File: config.mk
export PLATFORM = sky130hd
export DESIGN_NAME = key_event_gen
export DESIGN_NICKNAME = d
export VERILOG_FILES = /design/src/rtl/key_event_pkg.sv /design/src/rtl/key_event_ch.sv /design/src/rtl/key_event_gen.sv
export SDC_FILE = /design/constraint.sdc
export NUM_CORES = 1
export LEC_CHECK = 0
export ABC_AREA = 1
export BUFFER_PORTS_ARGS = -buffer_cell sky130_fd_sc_hd__clkbuf_2
export CORE_UTILIZATION = 58
export CTS_CLUSTER_DIAMETER = 200
export DETAILED_ROUTE_END_ITERATION = 16
export PLACE_DENSITY = 0.77
export SLEW_MARGIN = 20
export SYNTH_ARGS = -nofsm -noshare
export SYNTH_HDL_FRONTEND = slang
export SYNTH_SLANG_ARGS = --single-unit
File: constraint.sdc
create_clock -name i_clk -period 1.8 [get_ports i_clk]
set_clock_uncertainty 0.15 [all_clocks]
set_input_delay 0.18 -clock i_clk [delete_from_list [all_inputs] [get_ports i_clk]]
set_output_delay 0.18 -clock i_clk [all_outputs]
set_load 0.1 [all_outputs]
File: src/rtl/key_event_pkg.sv
// Shared types and helpers for the push-button event front-end.
//   key_state_e : per-channel debounce/hold state
//   cnt_w()     : counter width for a terminal count, never less than 1 bit
package key_event_pkg;

    typedef enum logic [1:0] {
        KS_IDLE       = 2'd0,
        KS_PRESS_WAIT = 2'd1,
        KS_HELD       = 2'd2,
        KS_REL_WAIT   = 2'd3
    } key_state_e;

    localparam int unsigned DEF_NUM_KEYS     = 3;
    localparam int unsigned DEF_DEBOUNCE_CYC = 250000;
    localparam int unsigned DEF_LONG_CYC     = 50000000;

    // Width able to hold 0..n-1.
    function automatic int unsigned cnt_w(input int unsigned n);
        return (n > 1) ? $clog2(n) : 1;
    endfunction

endpackage

File: src/rtl/key_event_ch.sv
// One key channel: 2-FF synchroniser, polarity normalisation, debounce FSM
// and long-press hold counter.
//   clk, rst_n  : clock, synchronous active-low reset
//   key         : raw asynchronous key input
//   level       : debounced level, 1 = pressed
//   press_pulse : 1-cycle pulse on accepted press
//   long_pulse  : 1-cycle pulse when cumulative hold reaches LONG_CYC
//   rel_pulse   : 1-cycle pulse on accepted release
module key_event_ch
    import key_event_pkg::*;
#(
    parameter int unsigned ACTIVE_LOW   = 1,
    parameter int unsigned DEBOUNCE_CYC = DEF_DEBOUNCE_CYC,
    parameter int unsigned LONG_CYC     = DEF_LONG_CYC
) (
    input  logic clk,
    input  logic rst_n,
    input  logic key,
    output logic level,
    output logic press_pulse,
    output logic long_pulse,
    output logic rel_pulse
);

    localparam int unsigned DB_W   = cnt_w(DEBOUNCE_CYC);
    localparam int unsigned HOLD_W = cnt_w(LONG_CYC);
    localparam logic        REL_VAL = (ACTIVE_LOW != 0);
    localparam logic [DB_W-1:0]   DB_LAST   = DB_W'(DEBOUNCE_CYC - 1);
    localparam logic [HOLD_W-1:0] HOLD_LAST = HOLD_W'(LONG_CYC - 1);

    logic              sync1;
    logic              sync2;
    logic              p;
    key_state_e        state;
    logic [DB_W-1:0]   db_cnt;
    logic [HOLD_W-1:0] hold_cnt;
    logic              long_fired;

    // Raw -> sync2 is two cycles; p is 1 when the key is pressed.
    assign p = sync2 ^ REL_VAL;

    // Synchroniser, FSM and counters; pulses default low every cycle.
    always_ff @(posedge clk) begin
        if (!rst_n) begin
            sync1       <= REL_VAL;
            sync2       <= REL_VAL;
            state       <= KS_IDLE;
            db_cnt      <= '0;
            hold_cnt    <= '0;
            long_fired  <= 1'b0;
            level       <= 1'b0;
            press_pulse <= 1'b0;
            long_pulse  <= 1'b0;
            rel_pulse   <= 1'b0;
        end else begin
            sync1       <= key;
            sync2       <= sync1;
            press_pulse <= 1'b0;
            long_pulse  <= 1'b0;
            rel_pulse   <= 1'b0;
            case (state)
                KS_IDLE: begin
                    if (p) begin
                        state  <= KS_PRESS_WAIT;
                        db_cnt <= '0;
                    end
                end
                KS_PRESS_WAIT: begin
                    if (!p) begin
                        state <= KS_IDLE;
                    end else if (db_cnt == DB_LAST) begin
                        state       <= KS_HELD;
                        level       <= 1'b1;
                        press_pulse <= 1'b1;
                        hold_cnt    <= '0;
                    end else begin
                        db_cnt <= db_cnt + DB_W'(1);
                    end
                end
                KS_HELD: begin
                    if (!p) begin
                        // hold_cnt is frozen while a release is being qualified
                        state  <= KS_REL_WAIT;
                        db_cnt <= '0;
                    end else if (!long_fired) begin
                        if (hold_cnt == HOLD_LAST) begin
                            long_pulse <= 1'b1;
                            long_fired <= 1'b1;
                        end else begin
                            hold_cnt <= hold_cnt + HOLD_W'(1);
                        end
                    end
                end
                KS_REL_WAIT: begin
                    if (p) begin
                        state  <= KS_HELD;
                        db_cnt <= '0;
                    end else if (db_cnt == DB_LAST) begin
                        state      <= KS_IDLE;
                        level      <= 1'b0;
                        rel_pulse  <= 1'b1;
                        hold_cnt   <= '0;
                        long_fired <= 1'b0;
                    end else begin
                        db_cnt <= db_cnt + DB_W'(1);
                    end
                end
                default: begin
                    state <= KS_IDLE;
                    level <= 1'b0;
                end
            endcase
        end
    end

endmodule

File: src/rtl/key_event_gen.sv
// Push-button front-end: NUM_KEYS independent debounced channels producing
// press / long-press / release pulses and a stable level per key.
//   i_clk, i_rst_n : clock, synchronous active-low reset
//   i_en           : 0 masks all event pulses (channels keep running)
//   i_key          : raw asynchronous keys
//   o_level        : debounced level per key, 1 = pressed (never masked)
//   o_press        : press pulses
//   o_long         : long-press pulses (once per press)
//   o_release      : release pulses
//   o_any_press    : OR of o_press
module key_event_gen
    import key_event_pkg::*;
#(
    parameter int unsigned NUM_KEYS     = DEF_NUM_KEYS,
    parameter int unsigned ACTIVE_LOW   = 1,
    parameter int unsigned DEBOUNCE_CYC = DEF_DEBOUNCE_CYC,
    parameter int unsigned LONG_CYC     = DEF_LONG_CYC
) (
    input  logic                i_clk,
    input  logic                i_rst_n,
    input  logic                i_en,
    input  logic [NUM_KEYS-1:0] i_key,
    output logic [NUM_KEYS-1:0] o_level,
    output logic [NUM_KEYS-1:0] o_press,
    output logic [NUM_KEYS-1:0] o_long,
    output logic [NUM_KEYS-1:0] o_release,
    output logic                o_any_press
);

    logic [NUM_KEYS-1:0] ch_press;
    logic [NUM_KEYS-1:0] ch_long;
    logic [NUM_KEYS-1:0] ch_rel;

    for (genvar k = 0; k < NUM_KEYS; k++) begin : g_ch
        key_event_ch #(
            .ACTIVE_LOW  (ACTIVE_LOW),
            .DEBOUNCE_CYC(DEBOUNCE_CYC),
            .LONG_CYC    (LONG_CYC)
        ) u_ch (
            .clk        (i_clk),
            .rst_n      (i_rst_n),
            .key        (i_key[k]),
            .level      (o_level[k]),
            .press_pulse(ch_press[k]),
            .long_pulse (ch_long[k]),
            .rel_pulse  (ch_rel[k])
        );
    end

    // Masking is per cycle: an event generated while i_en is low is dropped.
    assign o_press     = ch_press & {NUM_KEYS{i_en}};
    assign o_long      = ch_long  & {NUM_KEYS{i_en}};
    assign o_release   = ch_rel   & {NUM_KEYS{i_en}};
    assign o_any_press = |o_press;

endmodule

# Word level (Yosys, flattened, before mapping)
# Index checks and enable logic that the tools add are counted.
classes:
  addsub: 6
  eq_ne: 48
  n_mux: 90
  n_bitwise: 10
  reduce_logical: 37
op_table:
  columns: ["op", "n"]
  rows:
  - ["26-bit 2-to-1 mux", 18]
  - ["18-bit 2-to-1 mux", 15]
  - ["26-bit case mux with 3 select lines", 3]
  - ["18-bit case mux with 4 select lines", 3]
  - ["26-bit by 1-bit adder with 26-bit output, second input constant", 3]
  - ["26-bit == test, second input constant", 3]
  - ["18-bit by 1-bit adder with 18-bit output, second input constant", 3]
  - ["18-bit == test, second input constant", 3]
  - ["2-bit 2-to-1 mux", 18]
  - ["2-bit inequality test, second input constant", 15]
  - ["1-bit 2-to-1 mux", 24]
  - ["2-bit by 1-bit inequality test with 1-bit output, second input constant", 12]
  - ["2-bit case mux with 4 select lines", 3]
  - ["4-bit AND reduction", 6]
  - ["3-bit AND reduction", 6]
  - ["6-bit AND reduction", 3]
  - ["5-bit AND reduction", 3]
  - ["2-bit == test, second input constant", 6]
  - ["1-bit case mux with 2 select lines", 6]
  - ["2-bit nonzero test", 6]
  - ["3-bit OR reduction", 4]
  - ["4-bit OR reduction", 3]
  - ["3-bit AND", 3]
  - ["3-bit by 1-bit inequality test with 1-bit output, second input constant", 3]
  - ["other kinds (5)", 19]
totals:
  regBits: 159
  out_inout_bits: 13

# Longest topological paths before layout
logic_depth:
  word_depth: 5
  mapped_depth: 13
  depth_no_buf: 12

# Modules after synthesis
# Synthesis repeated with hierarchy kept, for this count alone.
unflattened:
  cells_unflattened: 1690
  hier_area_um2: 10293.6
by_module_without_submodules:
  columns: ["mod", "seq_area_each_um2", "instances", "area_each_um2", "cells_each"]
  rows:
  - ["key_event_ch at g_ch[0].u_ch ...", 1061.0, 2, 3340.7, 550]
  - ["key_event_ch at g_ch[2].u_ch", 1061.0, 1, 3523.4, 570]
  - ["key_event_gen", 0.0, 1, 88.8, 20]

# Worst setup path before layout
# OpenSTA, ideal clock, no wires.
synth_path:
  path_type: "reg2reg"
  from: "register g_ch[1].u_ch.hold_cnt[0]"
  to: "register g_ch[1].u_ch.hold_cnt[16]"
  stages_incl_launch_ff: 12
  setup_slack_ns: -0.143
  path_buffers: 1
  setup_ns: 0.132
  required_ns: 1.518
  arrival_time_ns: 1.661
  path_cell_list: "dfxtp_1 ha_1 nand2_1 nor2_4 nand3_1 nor2_1 nand2_1 nand2_2 nand2_4 buf_1 nand3_1 a21oi_1"
synth_between:
  elab_chain_cells: 5
synth_rtl:
  columns: ["item", "line", "rtl"]
  rows:
  - ["start: declaration", "key_event_ch.sv:36", "logic [HOLD_W-1:0] hold_cnt;"]
  - ["start signal: assignment", "key_event_ch.sv:90", "hold_cnt <= hold_cnt + HOLD_W'(1);"]
  - ["26-bit by 1-bit adder with 26-bit output", "key_event_ch.sv:90", null]
  - ["26-bit 2-to-1 mux", "key_event_ch.sv:86", "if (hold_cnt == HOLD_LAST) begin"]
  - ["26-bit 2-to-1 mux", "key_event_ch.sv:85", "end else if (!long_fired) begin"]
  - ["26-bit 2-to-1 mux", "key_event_ch.sv:81", "if (!p) begin"]
  - ["26-bit case mux with 3 select lines", "key_event_ch.sv:61", "case (state)"]
# Parallel ways exist; a longest one is shown, timed or not. The select of a mux whose other input is x is not followed.
# A chain may end at the register's enable or synchronous reset.

# Final worst setup path
layout_path:
  from: "register g_ch[1].u_ch.hold_cnt[22]"
  to: "register g_ch[1].u_ch.hold_cnt[7]"
layout_between:
  elab_chain_cells: 3
layout_rtl:
  columns: ["item", "line"]
  rows:
  - ["26-bit == test", "key_event_ch.sv:86"]
  - ["2-bit inequality test (no source line)", null]
  - ["6-bit AND reduction (no source line)", null]
# No other way between the ends.

==> results.yml <==
die:
  die_w_um: 133
  fp-row-count: 47
  start_util_pct: 59.4
  die_area_um2: 17600
  core_area_um2: 16600
  ios: 19
  die_height_um: 133
sta:
  min_period_ns: 1.94
  fmax_mhz: 516
  worst_pin_slew_ns: 0.542
  slew_headroom_pct: 64.0
  fin_crit_sh_pct: 108
  hold_viol: 0
  final.setup.worst_slack_ns: -0.139
  setup_viol: 52
  rsz0062_at_grt: "true"
  finalMaxSlewViolations: 0
routing:
  vias: 11693
  route.detailed.drc: 0
  totalWireLength_um: 31400
  first_pass_iters: 7
  wl_per_cell_um: 15.1
  drtIter0Drc: 1447
  postRouteAntennaNets: 0
  via_per_inst: 5.62
yosys:
  synth_seq_area_share_pct: 32.2
  ys.flop_type: "dfxtp_1"
  async_flop_share_pct: 0
  synth_warnings: 0
  ys_ff_latch: 159
  syn_nets: 1663
  synth-edff-count: 0
  synth.distinct_cells: 42
  synthTopCellsByCount: "482 x nand2_1, 316 x nor2_1, 160 x inv_1, 159 x dfxtp_1, 157 x nand3_1"
  synth_area_leaders: "dfxtp_1 32%, nand2_1 18%, nor2_1 12%, nand3_1 7.9%, inv_1 6.1%"
  netlist_area_um2: 9890
  syn_inst: 1651
  avgSynthCellArea_um2: 5.99
  synth_top_cell_area_share_pct: 32.2
  synth_top_area_cell: "dfxtp_1"
  synth.most_common_cell: "nand2_1"
clocking:
  clk_latency_ns: 0.44
  cts_buffer_depth: 2
  cts_max_level: 4
  cts_sinks: 159
  cts-root-buf: "clkbuf_16"
  cts-buffers-inserted: 17
  clk_pin_slew_worst_paths_ns: 0.07
  cts_tree: "done"
run_status:
  failed_checks: "setup timing"
  outcome: "finished, violations left"
cells_and_area:
  multi_input_area_um2: 6730
  diodes: 0
  n_fill_cell: 1102
  seqCellArea_um2: 3250
  drive_gt1_share_pct: 28.2
  syn_to_final_growth_pct: 36.1
  fin_area_um2: 13500
  nets: 1858
global_route:
  antenna_found_initial: 0
  grtUsageTotal_pct: 30.9
  grt_start_max_net_pins: 43
  grt_pass1_vias: 9762
  grt_pass1_wl_um: 44800
  overflow: 0
hold_path:
  hp-class: "flip-flop to flip-flop"
  hold_depth: 1
critical_path:
  critPathMaxFanout: 6
  cp-start-kind: "flip-flop"
  slowest_delay_ns: 0.34
  critical_path_class: "flip-flop to flip-flop"
  path_cells: "nand2_1, nor2_2, nand3_1, nor2_1, nand2_1, nand2_2, nand2_4, buf_12, clkbuf_16, nand3_1, a21oi_2"
  reg2reg_depth: 11
  required_ns: 1.98
  end_kind: "flip-flop"
  slowest_stage: "dfxtp_1"
  cp.arrival_ns: 2.12
placed_design:
  place.gp.congestion: 0.971
  dpl_worst_slack_ns: -0.108
  hpwl_um: 19200
  place_area_um2: 11400
  portBuffers: 18
pwr:
  powerDensity_nw_per_um2: 575
  vdd_drop_max_v: 0.000733
  p_leak_nw: 5.07
job:
  drv_cap: 0
==> layout by cell type (no fill, tap or decap), types with 4 or more instances in the layout <==
cell type,count
nor3_2,4
nand4_1,26
nand2_2,39
nor2_1,271
xnor2_1,10
o21ai_1,8
nand3b_1,5
dfxtp_4,4
dfxtp_1,116
inv_2,19
nor4_1,6
buf_4,171
or2_2,6
clkbuf_16,23
nand3_2,22
clkbuf_2,10
dlygate4sd3_1,4
o21bai_1,9
buf_12,13
nand3_1,134
nor2_2,42
nor3_1,20
nand2_1,427
nand2_4,29
buf_6,9
nor3b_1,4
inv_4,4
nand2_8,6
xor2_1,27
clkinv_2,5
inv_1,152
a21oi_2,27
ha_4,6
a21oi_1,84
dfxtp_2,39
nor2_4,21
o21ai_0,18
==> metal layers <==
layer  vias up  wire, µm  track usage (%)
li1       5629         -                -
met1      5313     12800             41.6
met2       644     14900             50.6
met3       107      2730             5.44
met4         0       950             9.00
met5         -         0                0
==> power breakdown <==
| group | switching [mW] | internal (mW) |
|---|---|---|
| sequential | 0.0192 | 3.54 |
| combinational | 0.213 | 0.113 |
| clock | 1.49 | 2.37 |
| total | 1.72 | 6.02 |
==> critical path, delay by kind of cell, from the launching register on <==
| family | cells | cell delay (ns) |
|---|---|---|
| simple gates | 8 | 0.97 |
| flops | 1 | 0.34 |
| buf+inv | 2 | 0.30 |
| compound gates | 1 | 0.07 |
==> sequential cells by signal (all words and copies together), names as in the netlist, named ones only <==
name	count
g_ch.u_ch.hold_cnt	78
g_ch.u_ch.db_cnt	54
g_ch.u_ch.level	3
g_ch.u_ch.long_fired	3
g_ch.u_ch.long_pulse	3
g_ch.u_ch.press_pulse	3
g_ch.u_ch.rel_pulse	3
g_ch.u_ch.state	3
g_ch.u_ch.sync1	3
g_ch.u_ch.sync2	3
==> final timing paths <==
path | from | endpoint | slack [ns]
setup / recovery | g_ch[1].u_ch.hold_cnt[22]$_SDFFE_PN0P_ | g_ch[1].u_ch.hold_cnt[7]$_SDFFE_PN0P_ | -0.14
hold reg to reg | g_ch[0].u_ch.sync1$_SDFF_PN1_ | g_ch[0].u_ch.sync2$_SDFF_PN1_ | 0.26
setup reg to reg | g_ch[1].u_ch.hold_cnt[22]$_SDFFE_PN0P_ | g_ch[1].u_ch.hold_cnt[7]$_SDFFE_PN0P_ | -0.14
hold / removal | g_ch[0].u_ch.sync1$_SDFF_PN1_ | g_ch[0].u_ch.sync2$_SDFF_PN1_ | 0.26
==> metrics by stage <==
stage                     TNS, ns  hold WS (ns)  instances  utilization [%]  power (mW)
after floorplan                 0         0.137       1651                -        3.79
final                       -3.13         0.264       2079             80.9        7.74
after global placement    -0.0859         0.216       2017             68.8        3.89
after CTS                       0         0.263       2056             73.7        7.71
after global routing       -10.23         0.278       2079             80.9        7.95
after detailed placement    -2.65         0.219       2017             68.8        3.90
==> logic make-up (layout without fill, tap and decap cells) <==
logic type | count (synthesis) | in the layout | share of synthesized area (%)
flip-flops | 159 | 159 | 32.2
adder cells (fa/ha/maj) | 6 | 6 | 0.759
buffers and inverters | 220 | 426 | 9.21
AO/OA/AOI/OAI | 161 | 161 | 8.77
AND/OR/NAND/NOR | 1068 | 1070 | 45.8
XOR/XNOR | 37 | 37 | 3.28
==> final cells by class <==
type | instances | share of cell area, %
clock inverters | 9 | 0.948
multi-input cells | 1274 | 50.0
flip-flops and latches | 159 | 24.1
repair inverters | 1 | 0.0558
repair buffers | 214 | 14.0
clock buffers | 23 | 3.71
inverters | 179 | 5.10
well taps | 220 | 2.04
==> repair_timing <==
action,CTS,global route
buffers inserted,2,16
setup endpoints to repair,101,127
hold buffers,4,0
gates cloned,1,8
endpoints found under the hold margin,6,0
pin swaps,6,53
resized for setup,32,263
(Power assumes the default switching activity.)
